[src/rtl/dmem_arbiter.sv]
// dmem_arbiter: shares one single-port data memory between the core (m0) and a loader/debug port (m1).
// Define ARB_ROUND_ROBIN_EN for round-robin tie-breaking in IDLE; otherwise m0 always wins a tie.
module dmem_arbiter #(
    parameter int ADDR_W   = 32,
    parameter int DATA_W   = 32,
    parameter int LOCK_MAX = 16
) (
    input  logic              clk,
    input  logic              rst,
    input  logic              m0_req,
    input  logic              m0_we,
    input  logic              m0_lock,
    input  logic [ADDR_W-1:0] m0_addr,
    input  logic [DATA_W-1:0] m0_wdata,
    output logic              m0_gnt,
    output logic              m0_rvalid,
    output logic [DATA_W-1:0] m0_rdata,
    input  logic              m1_req,
    input  logic              m1_we,
    input  logic              m1_lock,
    input  logic [ADDR_W-1:0] m1_addr,
    input  logic [DATA_W-1:0] m1_wdata,
    output logic              m1_gnt,
    output logic              m1_rvalid,
    output logic [DATA_W-1:0] m1_rdata,
    output logic              mem_en,
    output logic              mem_we,
    output logic [ADDR_W-1:0] mem_addr,
    output logic [DATA_W-1:0] mem_wdata,
    input  logic [DATA_W-1:0] mem_rdata
);

    typedef enum logic [1:0] {IDLE, LOCK0, LOCK1} state_t;

    localparam logic [7:0] LOCK_LIMIT = 8'(LOCK_MAX - 1);

    state_t     state;
    logic [7:0] idle_cnt;
    logic       rd_pending;
    logic       rd_owner;
    logic       tie_to_m1;
    logic       owner_req;

`ifdef ARB_ROUND_ROBIN_EN
    logic last_gnt;

    always_ff @(posedge clk or posedge rst) begin
        if (rst) begin
            last_gnt <= 1'b1;
        end else if (m0_gnt) begin
            last_gnt <= 1'b0;
        end else if (m1_gnt) begin
            last_gnt <= 1'b1;
        end
    end

    assign tie_to_m1 = ~last_gnt;
`else
    assign tie_to_m1 = 1'b0;
`endif

    // Grants are combinational so an access issues in the same cycle it is requested.
    always_comb begin
        m0_gnt = 1'b0;
        m1_gnt = 1'b0;
        if (!rst) begin
            case (state)
                IDLE: begin
                    if (m0_req && m1_req) begin
                        m0_gnt = ~tie_to_m1;
                        m1_gnt = tie_to_m1;
                    end else begin
                        m0_gnt = m0_req;
                        m1_gnt = m1_req;
                    end
                end
                LOCK0:   m0_gnt = m0_req;
                LOCK1:   m1_gnt = m1_req;
                default: ;
            endcase
        end
    end

    assign mem_en    = m0_gnt | m1_gnt;
    assign mem_we    = m0_gnt ? m0_we : (m1_gnt ? m1_we : 1'b0);
    assign mem_addr  = m1_gnt ? m1_addr  : m0_addr;
    assign mem_wdata = m1_gnt ? m1_wdata : m0_wdata;
    assign owner_req = (state == LOCK0) ? m0_req : m1_req;

    // Lock ownership plus a watchdog that releases a lock whose owner has gone quiet.
    always_ff @(posedge clk or posedge rst) begin
        if (rst) begin
            state    <= IDLE;
            idle_cnt <= 8'd0;
        end else if (m0_gnt) begin
            state    <= m0_lock ? LOCK0 : IDLE;
            idle_cnt <= 8'd0;
        end else if (m1_gnt) begin
            state    <= m1_lock ? LOCK1 : IDLE;
            idle_cnt <= 8'd0;
        end else if (state != IDLE && !owner_req) begin
            if (idle_cnt == LOCK_LIMIT) begin
                state    <= IDLE;
                idle_cnt <= 8'd0;
            end else begin
                idle_cnt <= idle_cnt + 8'd1;
            end
        end
    end

    always_ff @(posedge clk or posedge rst) begin
        if (rst) begin
            rd_pending <= 1'b0;
            rd_owner   <= 1'b0;
        end else begin
            rd_pending <= mem_en & ~mem_we;
            rd_owner   <= m1_gnt;
        end
    end

    assign m0_rvalid = rd_pending & ~rd_owner;
    assign m1_rvalid = rd_pending & rd_owner;
    assign m0_rdata  = m0_rvalid ? mem_rdata : '0;
    assign m1_rdata  = m1_rvalid ? mem_rdata : '0;

endmodule

[config.mk]
export PLATFORM = sky130hd
export DESIGN_NAME = dmem_arbiter
export DESIGN_NICKNAME = d
export VERILOG_FILES = /design/src/rtl/dmem_arbiter.sv
export SDC_FILE = /design/constraint.sdc
export NUM_CORES = 1
export LEC_CHECK = 0
export BUFFER_PORTS_ARGS = -buffer_cell sky130_fd_sc_hd__buf_2
export CORE_AREA = 10 10 108 110
export CTS_BUF_LIST = sky130_fd_sc_hd__clkbuf_4 sky130_fd_sc_hd__clkbuf_8 sky130_fd_sc_hd__clkbuf_16
export DETAILED_ROUTE_END_ITERATION = 6
export DIE_AREA = 0 0 118 120
export SETUP_SLACK_MARGIN = 0.3
export SYNTH_ARGS = -nofsm -noshare
export SYNTH_HDL_FRONTEND = slang
export SYNTH_SLANG_ARGS = --single-unit
[constraint.sdc]
create_clock -name clk -period 3.4 [get_ports clk]
set_clock_uncertainty 0.05 [all_clocks]
set_input_delay 0.17 -clock clk [delete_from_list [all_inputs] [get_ports clk]]
set_output_delay 0.17 -clock clk [all_outputs]
set_load 0.01 [all_outputs]
==> out/results.ini, run 1 <==
[critical_path]
crit_family = buffers and inverters
cp_num_buf_inv = 4
crit_cells = 6
worstPathCellList = dlygate4sd3_1 > buf_2 > nor3b_4 > buf_12 > mux2_1 > buf_2
path_common_cell = buf_2
cp.arrival_ps = 2400
slowest_stage = nor3b_4
required_ps = 3180
critPathMaxStageDelay_ps = 560
r2r_cells = 5
end_kind = output port
start_kind = input pin
crit_type = input pin to output port
worst-path-max-fanout = 58

[detailed_routing]
vias_per_cell = 4.250
drcViolationCount = 0
detail-route-antenna-nets = 0
avgRoutedWirePerCell_um = 19.69
vias = 2690
first_pass_iters = 4
drt_iter0_drc = 137
routed_wl_mm = 12.46

[yosys]
ys_seq_area_share_pct = 16.23
synth_xor_area_share_pct = 0.9466
synth-edff-count = 0
synth_flop_cell = dfrtp_1
synthMuxAreaShare_pct = 40.03
ys_warn_count = 0
syn_nets = 377
async_flop_share_pct = 100.0
synth_compound_area_share_pct = 4.733
yosys.area_share.simple_pct = 31.51
synthAdderAreaFrac_pct = 0.6761
synth.area.top_cells = mux2_2 21%, mux2_1 18%, dfrtp_1 16%, and2_1 11%, and3_1 11%
syn_avg_cell_area_um2 = 8.897
synth-seq-cells = 12
yosys.area.top_type = mux2_2
syn_inst = 208
yosysTopAreaCellShare_pct = 20.69
yosys.cell_types.count = 32
synth_top_family_by_area = multiplexers
synthesis.area_mm2 = 0.001851

[pwr]
power_density_mw_per_mm2 = 253.6
peakVddDrop_v = 0.0002412
power_leakage_nw = 2.146

[cts]
hold_buffers = 1
clk_latency_ps = 250
htreeDepth = 1
cts_buffers = 3
cts_setup_buffers = 0
cts_tree = built
clock-root-buffer = clkbuf_8
clk_pin_slew_ps = 60
clock_sinks = 12
clock_path_buffers = 2
cts_resized = 0

[place]
io_buffers = 301
dp_hpwl_mm = 11.05
pre_cts_slack_ps = 1022
gp_congestion = 0.8051

[die]
row_count = 36
dieArea_mm2 = 0.01416
die_h_um = 120
start_util_pct = 19.38
ios = 302
die_w_um = 118
core_area_mm2 = 0.009549

[sta]
rsz0062_at_grt = false
setup_ws_ps = 777.2
finalSetupTns_ps = 0
period_minus_slack_ps = 2623
timing.final.crit_share_pct = 77.14
slew_viol_final = 0
fmax_ghz = 0.3813
relSlewSlack_pct = 43.78
setup_viol = 0
finalHoldViolations = 0
worst_pin_slew_ps = 843.3

[hold_path]
hold_class = input pin to register
hold_depth = 3

[global_route]
globalRouteOverflowTotal = 0
grt_pass1_vias = 2759
grtUsageTotal_pct = 15.66
grt_max_degree = 59
grt_antenna_before_repair = 0
grt_pass1_wl_mm = 17.86

[job]
cap_violations = 0

[cells_and_area]
drive_gt1_share_pct = 68.60
area_growth_pct = 89.93
diodes = 0
nets = 670

[outcome]
status = completed

## registers in the layout, summed over array words and instances, names as in the netlist
| register | flops |
|---|---|
| rd_owner | 1 |
| state | 2 |
| idle_cnt | 8 |
| rd_pending | 1 |
## final timing paths
| check | from | end | slack [ps] |
|---|---|---|---|
| worst max-delay path | rst | mem_wdata[9] | 780 |
| worst min-delay path | m1_lock | state[1]$_DFFE_PP0P_ | 60 |
| worst max register to register | state[0]$_DFFE_PP0P_ | state[1]$_DFFE_PP0P_ | 1590 |
| worst min register to register | idle_cnt[7]$_DFFE_PP0P_ | idle_cnt[7]$_DFFE_PP0P_ | 450 |
| max in group asynchronous | rst | idle_cnt[1]$_DFFE_PP0P_ | 2490 |
| min in group asynchronous | rst | state[1]$_DFFE_PP0P_ | 480 |
## worst reg2reg max path: stages, from the launching register on
cell,delay (ps)
dfrtp_1,390
nand2b_1,210
nor3b_4,560
buf_12,370
nand2_1,110
nand2_1,60
## stage by stage
step	util, %	std cells	power, mW	area (um^2)	hold slack [ps]
2_1_floorplan	-	208	0.4794	1851	-15.30
3_3_place_gp	36.12	628	0.7237	3450	209.3
3_5_place_dp	36.12	628	0.7347	3450	219.3
4_1_cts	36.81	633	0.8996	3515	61.54
5_1_grt	36.81	633	0.9528	3515	61.70
6_report	36.81	633	0.8914	3515	59.55
## routing by layer
layer,share of wire (%),GRT usage [%],wire (um)
met2,52,28.23,6535
met5,0,0,0
met1,41,18.92,5117
met3,5.9,3.797,738
met4,0.58,1.855,72
## cells in the final DEF (no fill, tap or decap), drive strengths merged
cell | synthesis | final
mux2i | 2 | 2
o221ai | 1 | 1
a22o | 1 | 1
nand2 | 8 | 8
inv | 2 | 2
nor2b | 2 | 2
nor2 | 6 | 6
nor4 | 1 | 1
o311ai | 1 | 1
o2111ai | 1 | 1
dfrtp | 12 | 12
o31ai | 1 | 1
or3 | 3 | 3
buf | 7 | 303
nor3 | 1 | 1
o211ai | 1 | 1
a31oi | 1 | 1
nand2b | 3 | 3
a21o | 1 | 1
ha | 1 | 1
dlygate4sd3 | 0 | 1
nand3 | 5 | 5
mux2 | 64 | 64
and3 | 33 | 33
xor2 | 2 | 2
clkbuf | 9 | 4
nor3b | 2 | 2
o41ai | 1 | 1
and2 | 33 | 33
o21ai | 3 | 3
## logic make-up (layout without fill, tap and decap cells)
| group | count (synthesis) | after routing |
|---|---|---|
| multiplexers | 66 | 66 |
| XOR/XNOR | 2 | 2 |
| flip-flops | 12 | 12 |
| adder cells (fa/ha/maj) | 1 | 1 |
| AND/OR/NAND/NOR | 97 | 97 |
| AO/OA/AOI/OAI | 12 | 12 |
| buffers and inverters | 18 | 310 |
## Yosys cell counts, drive strengths merged, types with 2 or more instances
master	instances
mux2	64
and2	33
and3	33
dfrtp	12
clkbuf	9
nand2	8
buf	7
nor2	6
nand3	5
nand2b	3
o21ai	3
or3	3
inv	2
mux2i	2
nor2b	2
nor3b	2
xor2	2
## report_power, final
part,internal [mW],leakage (nW),switching [mW],total (mW)
sequential,0.169,0.160,0.0440,0.213
combinational,0.261,1.96,0.256,0.517
clock,0.103,0.0288,0.0596,0.162
total,0.532,2.15,0.360,0.891
## area by class of cell
| class | instances | area (um^2) |
|---|---|---|
| multi-input cells | 178 | 1441 |
| flip-flops and latches | 12 | 300.3 |
| inverters | 2 | 7.507 |
| repair buffers | 304 | 1544 |
| fillers | 1005 | 6035 |
| clock buffers | 4 | 55.05 |
| well taps | 133 | 166.4 |
Power figures use the tool's default switching activity.
==> run 2, diff against run 1 <==
Settings changed: ABC_AREA set to 1.
Clock period 3.4 ns to 2.11 ns, I/O delays scaled along.
==> out/results.ini, run 2 <==
[cts]
cts_buffers = 3  ; unchanged
clock_sinks = 12  ; unchanged
clock-root-buffer = clkbuf_8
clock_path_buffers = 2  ; unchanged
htreeDepth = 1  ; unchanged
cts_tree = built
clk_pin_slew_ps = 50  ; about the same
clk_latency_ps = 240  ; about the same

[cells_and_area]
diodes = 0  ; unchanged
area_growth_pct = 108.2
drive_gt1_share_pct = 48.15  ; -20 points
fin_area_mm2 = 0.003816  ; +8.6%
final_cell_mix = 297 x buf_2, 210 x nand2_1, 79 x nor2_1
n_fill_cell = 1078  ; +7.3%
regMostFlops = idle_cnt
nets = 875  ; +31%
layout_commonest_cell = buf_2
reg.largest.list = idle_cnt (8), state (2)
largest_reg_flops = 8  ; unchanged

[detailed_routing]
drcViolationCount = 0  ; unchanged
routed_wl_mm = 13.54  ; +8.7%
vias = 3418  ; +27%
detail-route-antenna-nets = 0  ; unchanged
drt_iter0_drc = 215  ; +57%
first_pass_iters = 4  ; unchanged
vias_per_cell = 4.084  ; -3.9%
avgRoutedWirePerCell_um = 16.18  ; -18%

[global_route]
grt_pass1_vias = 3326  ; +21%
grtUsageMet3_pct = 6.564  ; +2.8 points
globalRouteOverflowTotal = 0  ; unchanged
grt_max_degree = 47  ; -20%
grt.met2_usage_pct = 29.08  ; +0.84 points
grt_antenna_before_repair = 0  ; unchanged
grtUsageMet1_pct = 18.93  ; about the same
grt_pass1_wl_mm = 18.84  ; +5.5%
grt_busiest_layer = met2
grtUsageTotal_pct = 16.39  ; +0.73 points

[yosys]
async_flop_share_pct = 100.0  ; unchanged
synth_most_common_cell = nand2_1
synth.area.top_cells = nand2_1 44%, dfrtp_1 16%, nor2_1 16%, inv_1 9.0%, buf_2 2.5%
synthMuxAreaShare_pct = 0  ; -40 points
synth_flop_cell = dfrtp_1
synth_xor_area_share_pct = 0.4778  ; -0.47 points
yosys.area_share.simple_pct = 64.37  ; +33 points
ys_seq_area_share_pct = 16.38  ; +0.16 points
syn_inst = 399  ; +92%
synth-edff-count = 0  ; unchanged
syn_avg_cell_area_um2 = 4.594  ; -48%
ys_warn_count = 0  ; unchanged
syn_nets = 568  ; +51%
synth_compound_area_share_pct = 3.140  ; -1.6 points
synth-seq-cells = 12  ; unchanged
yosys.area.top_type = nand2_1
yosys.cell_types.count = 18  ; -44%
synthesis.area_mm2 = 0.001833  ; -0.95%
synthAdderAreaFrac_pct = 0.6826  ; +0.0065 points
yosys-top-cells-count = 217 x nand2_1, 80 x nor2_1, 44 x inv_1
yosysTopAreaCellShare_pct = 44.44  ; +24 points
synth_top_family_by_area = simple AND/OR/NAND/NOR gates

[die]
ios = 302  ; unchanged
die_h_um = 120  ; unchanged
start_util_pct = 19.20  ; -0.18 points
core_area_mm2 = 0.009549  ; unchanged
die_w_um = 118  ; unchanged
dieArea_mm2 = 0.01416  ; unchanged
row_count = 36  ; unchanged

[critical_path]
start_kind = register
worst-path-max-fanout = 23  ; -60%
required_ps = 1950  ; -1230 ps
critPathMaxStageDelay_ps = 380  ; -180 ps
end_kind = output port
cp.arrival_ps = 1610  ; -790 ps
worstPathCellList = inv_2 > nand3_4 > a21oi_4 > buf_6 > inv_8 > clkbuf_16 > nand2_1 > nand2_1 > buf_2
crit_type = register to output port
path_common_cell = nand2_1
slowest_stage = dfrtp_1

[place]
postPlaceCellArea_mm2 = 0.003471  ; +0.62%
dp_hpwl_mm = 11.03  ; -0.12%
io_buffers = 301  ; unchanged
gp_congestion = 0.9100  ; +13%

[outcome]
status = completed

[pwr]
power_leakage_nw = 2.693  ; +25%
switching_share_pct = 48.92  ; +8.6 points
p_switching_mw = 1.017  ; +180%
p_int_mw = 1.062  ; +100%
p_clk_share_pct = 9.7  ; -8.5 points
peakVddDrop_v = 0.0002068  ; -14%
combinationalPowerShare_pct = 75.0  ; +17 points
power_density_mw_per_mm2 = 544.9  ; +110%
share_seq_of_total_power_pct = 15.3  ; -8.5 points

[sta]
rsz0062_at_grt = true
relSlewSlack_pct = 77.38  ; +34 points
timing.final.crit_share_pct = 83.48
finalSetupTns_ps = 0  ; unchanged
worst_pin_slew_ps = 339.3  ; -504.0 ps
fmax_ghz = 0.5678
finalHoldViolations = 0  ; unchanged
slew_viol_final = 0  ; unchanged
period_minus_slack_ps = 1761
setup_viol = 0  ; unchanged

[job]
cap_violations = 0  ; unchanged

[hold_path]
hold_class = input pin to register

run 2: power groups by stage:
stage	sequential (mW)	clock (mW)	combinational [mW]
3_3_place_gp	0.321	0	1.36
4_1_cts	0.319	0.209	1.41
5_1_grt	0.325	0.224	1.73
2_1_floorplan	0.314	0	0.732
6_report	0.319	0.201	1.56
3_5_place_dp	0.322	0	1.35
run 2: cell type report:
cell class                 instances  area, um^2  area share [%]
multi-input combinational        321        1299           34.03
sequential                        12       300.3           7.869
tap                              133       166.4           4.361
inverter                          47       187.7           4.918
clock buffer                       3       41.29           1.082
timing repair buffer             320        1814           47.54
timing repair inverter             1       7.507          0.1967
run 2: per-stage QoR:
stage                     setup slack (ps)  cells  power (mW)  util (%)  hold slack [ps]
after floorplan                      775.4    399       1.047         -           -136.8
after detailed placement             495.5    818       1.673     36.35            80.67
after CTS                            295.8    827       1.941     37.63            39.59
final                                348.7    837       2.080     39.96            42.43
after global placement               500.7    818       1.683     36.35            81.69
after global routing                 267.5    837       2.278     39.96            46.87
run 2: path summary, 6_finish.rpt:
path | startpoint | to | slack, ps | cells after the start
min in group asynchronous | rst | rd_pending$_DFF_PP0_ | 400 | 4
hold reg to reg | idle_cnt[0]$_DFFE_PP0P_ | idle_cnt[0]$_DFFE_PP0P_ | 490 | 1
hold / removal | m0_lock | state[0]$_DFFE_PP0P_ | 40 | 3
setup reg to reg | idle_cnt[0]$_DFFE_PP0P_ | idle_cnt[4]$_DFFE_PP0P_ | 680 | 6
setup / recovery | state[0]$_DFFE_PP0P_ | mem_wdata[12] | 350 | 9
max in group asynchronous | rst | idle_cnt[3]$_DFFE_PP0P_ | 1470 | 4
run 2: cell families after synthesis:
family | after synthesis
fa+ha+maj | 1
xor+xnor | 1
compound gates | 10
simple gates | 309
flops | 12
buf+inv | 66
run 2: what timing repair did:
item	4_1_cts	5_1_grt
resized for setup	5	20
setup endpoints to repair	47	99
setup buffers	4	4
hold buffers	1	0
endpoints found under the hold margin	12	0
cloned	1	6
run 2: metal layers:
| layer | routed length, um | up-vias |
|---|---|---|
| li1 | - | 1769 |
| met1 | 5469 | 1433 |
| met2 | 6632 | 214 |
| met3 | 1418 | 2 |
| met4 | 23 | 0 |
| met5 | 0 | - |
run 2: worst max-delay path: cells and delay by family, from the launching register on:
family                 cells  cell delay (ps)
flip-flops                 1              380
buffers and inverters      5              610
AO/OA/AOI/OAI              1              190
AND/OR/NAND/NOR            3              190
==> run 3, diff against run 2 <==
Clock period 2.11 ns to 1.6 ns, I/O delays scaled along.
==> out/results.ini, run 3 (synthesized netlist as in run 2, its figures left out) <==
[detailed_routing]
vias_per_cell = 4.325  ; +5.9%
avgRoutedWirePerCell_um = 18.67  ; +15%
detail-route-antenna-nets = 0  ; unchanged
drcViolationCount = 0  ; unchanged
vias = 3715  ; +8.7%
routed_wl_mm = 16.04  ; +18%
first_pass_iters = 4  ; unchanged
drt_iter0_drc = 239  ; +11%

[sta]
slew_viol_final = 0  ; unchanged
finalHoldViolations = 0  ; unchanged
fmax_ghz = 0.5705
rsz0062_at_grt = true
timing.final.crit_share_pct = 109.6
period_minus_slack_ps = 1753
relSlewSlack_pct = 81.62  ; +4.2 points
setup_ws_ps = -152.9  ; -501.5 ps
worst_pin_slew_ps = 275.0  ; -64.23 ps
setup_viol = 66  ; +66

[critical_path]
timing.rr.start = state[1]$_DFFE_PP0P_
critPathMaxStageDelay_ps = 380  ; about the same
start_kind = register
r2r_cells = 8  ; +2
worstPathCellList = inv_2 > nand3_4 > a21oi_4 > buf_6 > buf_12 > buf_16 > nand2_1 > nand2_1 > buf_2
path_common_cell = nand2_1
cp.arrival_ps = 1620  ; about the same
regToRegSetupSlack_ps = 220  ; -460 ps
slowest_stage = dfrtp_1
critPathCapture = mem_wdata[7]
required_ps = 1470  ; -480 ps
crit_type = register to output port
setup.worst_path.start = state[0]$_DFFE_PP0P_
timing.rr.end = idle_cnt[6]$_DFFE_PP0P_
worst-path-max-fanout = 11  ; -52%
end_kind = output port

[global_route]
grt_antenna_before_repair = 1  ; +1
grt_max_degree = 23  ; -51%
grt_pass1_wl_mm = 21.11  ; +12%
grtUsageTotal_pct = 18.58  ; +2.2 points
grt_pass1_vias = 3721  ; +12%
globalRouteOverflowTotal = 0  ; unchanged

[cts]
clk_latency_ps = 240  ; about the same
clock_sinks = 12  ; unchanged
cts_tree = built
clk_pin_slew_ps = 50  ; about the same
clock-root-buffer = clkbuf_8
clock_path_buffers = 2  ; unchanged
htreeDepth = 1  ; unchanged
cts_buffers = 3  ; unchanged

[pwr]
power.total_mw = 4.048  ; +95%
power_density_mw_per_mm2 = 738.8  ; +36%
power_leakage_nw = 3.076  ; +14%
peakVddDrop_v = 0.0003543  ; +71%

[die]
ios = 302  ; unchanged
core_area_mm2 = 0.009549  ; unchanged
dieArea_mm2 = 0.01416  ; unchanged
start_util_pct = 19.20  ; unchanged
row_count = 36  ; unchanged
die_w_um = 118  ; unchanged
die_h_um = 120  ; unchanged

[hold_path]
hold_class = input pin to register

[cells_and_area]
drive_gt1_share_pct = 65.24  ; +17 points
nets = 895  ; +2.3%
area_growth_pct = 198.9
fin_area_mm2 = 0.005479  ; +44%
layout_commonest_cell = buf_2
instances_no_fill = 859  ; +2.6%
regMostFlops = idle_cnt
final_cell_mix = 217 x buf_2, 170 x nand2_1, 89 x buf_6
n_fill_cell = 825  ; -23%
reg.largest.list = idle_cnt (8), state (2)
largest_reg_flops = 8  ; unchanged
fin_util_pct = 57.38  ; +17 points

[place]
place_inst = 822  ; +0.49%
gp_congestion = 0.8933  ; -1.8%
io_buffers = 301  ; unchanged
dp_hpwl_mm = 10.92  ; -1.1%
postPlaceCellArea_mm2 = 0.003513  ; +1.2%
pre_cts_slack_ps = 119.2  ; -376.3 ps

[job]
cap_violations = 0  ; unchanged

[outcome]
status = complete, but fails checks
violations = negative setup slack

==> run 3: cell types whose count changed in the layout (fill, tap and decap cells not counted), sizes merged <==
| cell | delta |
|---|---|
| inv | -1 |
| buf | +21 |
| clkinvlp | -2 |
| clkbuf | +1 |
| clkinv | +2 |
| diode | +1 |
==> run 3: worst min-delay path by stage <==
stage / start / to / slack (ps) / depth (start not counted)
floorplan: rst / idle_cnt[0]$_DFFE_PP0P_ / -160 / 1
global placement: rst / idle_cnt[2]$_DFFE_PP0P_ / -100 / 2
detailed placement: rst / idle_cnt[2]$_DFFE_PP0P_ / -100 / 2
CTS: m1_lock / state[1]$_DFFE_PP0P_ / 10 / 3
global route: m1_lock / state[1]$_DFFE_PP0P_ / 30 / 3
finish: m0_lock / state[0]$_DFFE_PP0P_ / 20 / 3
==> run 3: through the flow <==
| stage | setup TNS (ps) | hold WS, ps |
|---|---|---|
| 4_1_cts | -3879 | 14.37 |
| 3_5_place_dp | 0 | -100.6 |
| 2_1_floorplan | 0 | -162.3 |
| 3_3_place_gp | 0 | -96.74 |
| 5_1_grt | -11410 | 29.31 |
| 6_report | -5780 | 18.30 |
==> run 3: critical path: cells and delay by family (launching register included) <==
family          cells  cell delay, ps
flops               1             380
simple gates        3             200
buf+inv             5             610
compound gates      1             180
==> run 3: layout make-up <==
cell class,instances,area [um^2],share of cell area (%)
clock buffers,4,55.05,1.005
inverters,47,198.9,3.631
flip-flops and latches,12,300.3,5.481
repair buffers,341,2801,51.13
well taps,133,166.4,3.037
multi-input cells,321,1954,35.67
diodes,1,2.502,0.04567
==> run 3: repair_timing <==
action / 4_1_cts / 5_1_grt
hold buffers: 1 / 0
setup buffers: 8 / 7
gates cloned: 12 / 4
resized for setup: 138 / 195
hold endpoints to repair: 12 / 0
pin swaps: 14 / 21
setup endpoints to repair: 141 / 142
==> run 3: per-layer routing <==
metal | routed length, um | global-route usage, % | vias to the layer above
met3 | 1357 | 6.282 | 21
met5 | 0 | 0 | -
li1 | - | - | 1825
met4 | 296 | 4.946 | 0
met2 | 8425 | 35.06 | 210
met1 | 5955 | 19.22 | 1659
==> run 3: power by group <==
part | internal (mW) | switching [mW]
registers | 0.371 | 0.0535
clock network | 0.218 | 0.118
logic | 1.60 | 1.68
total | 2.19 | 1.86
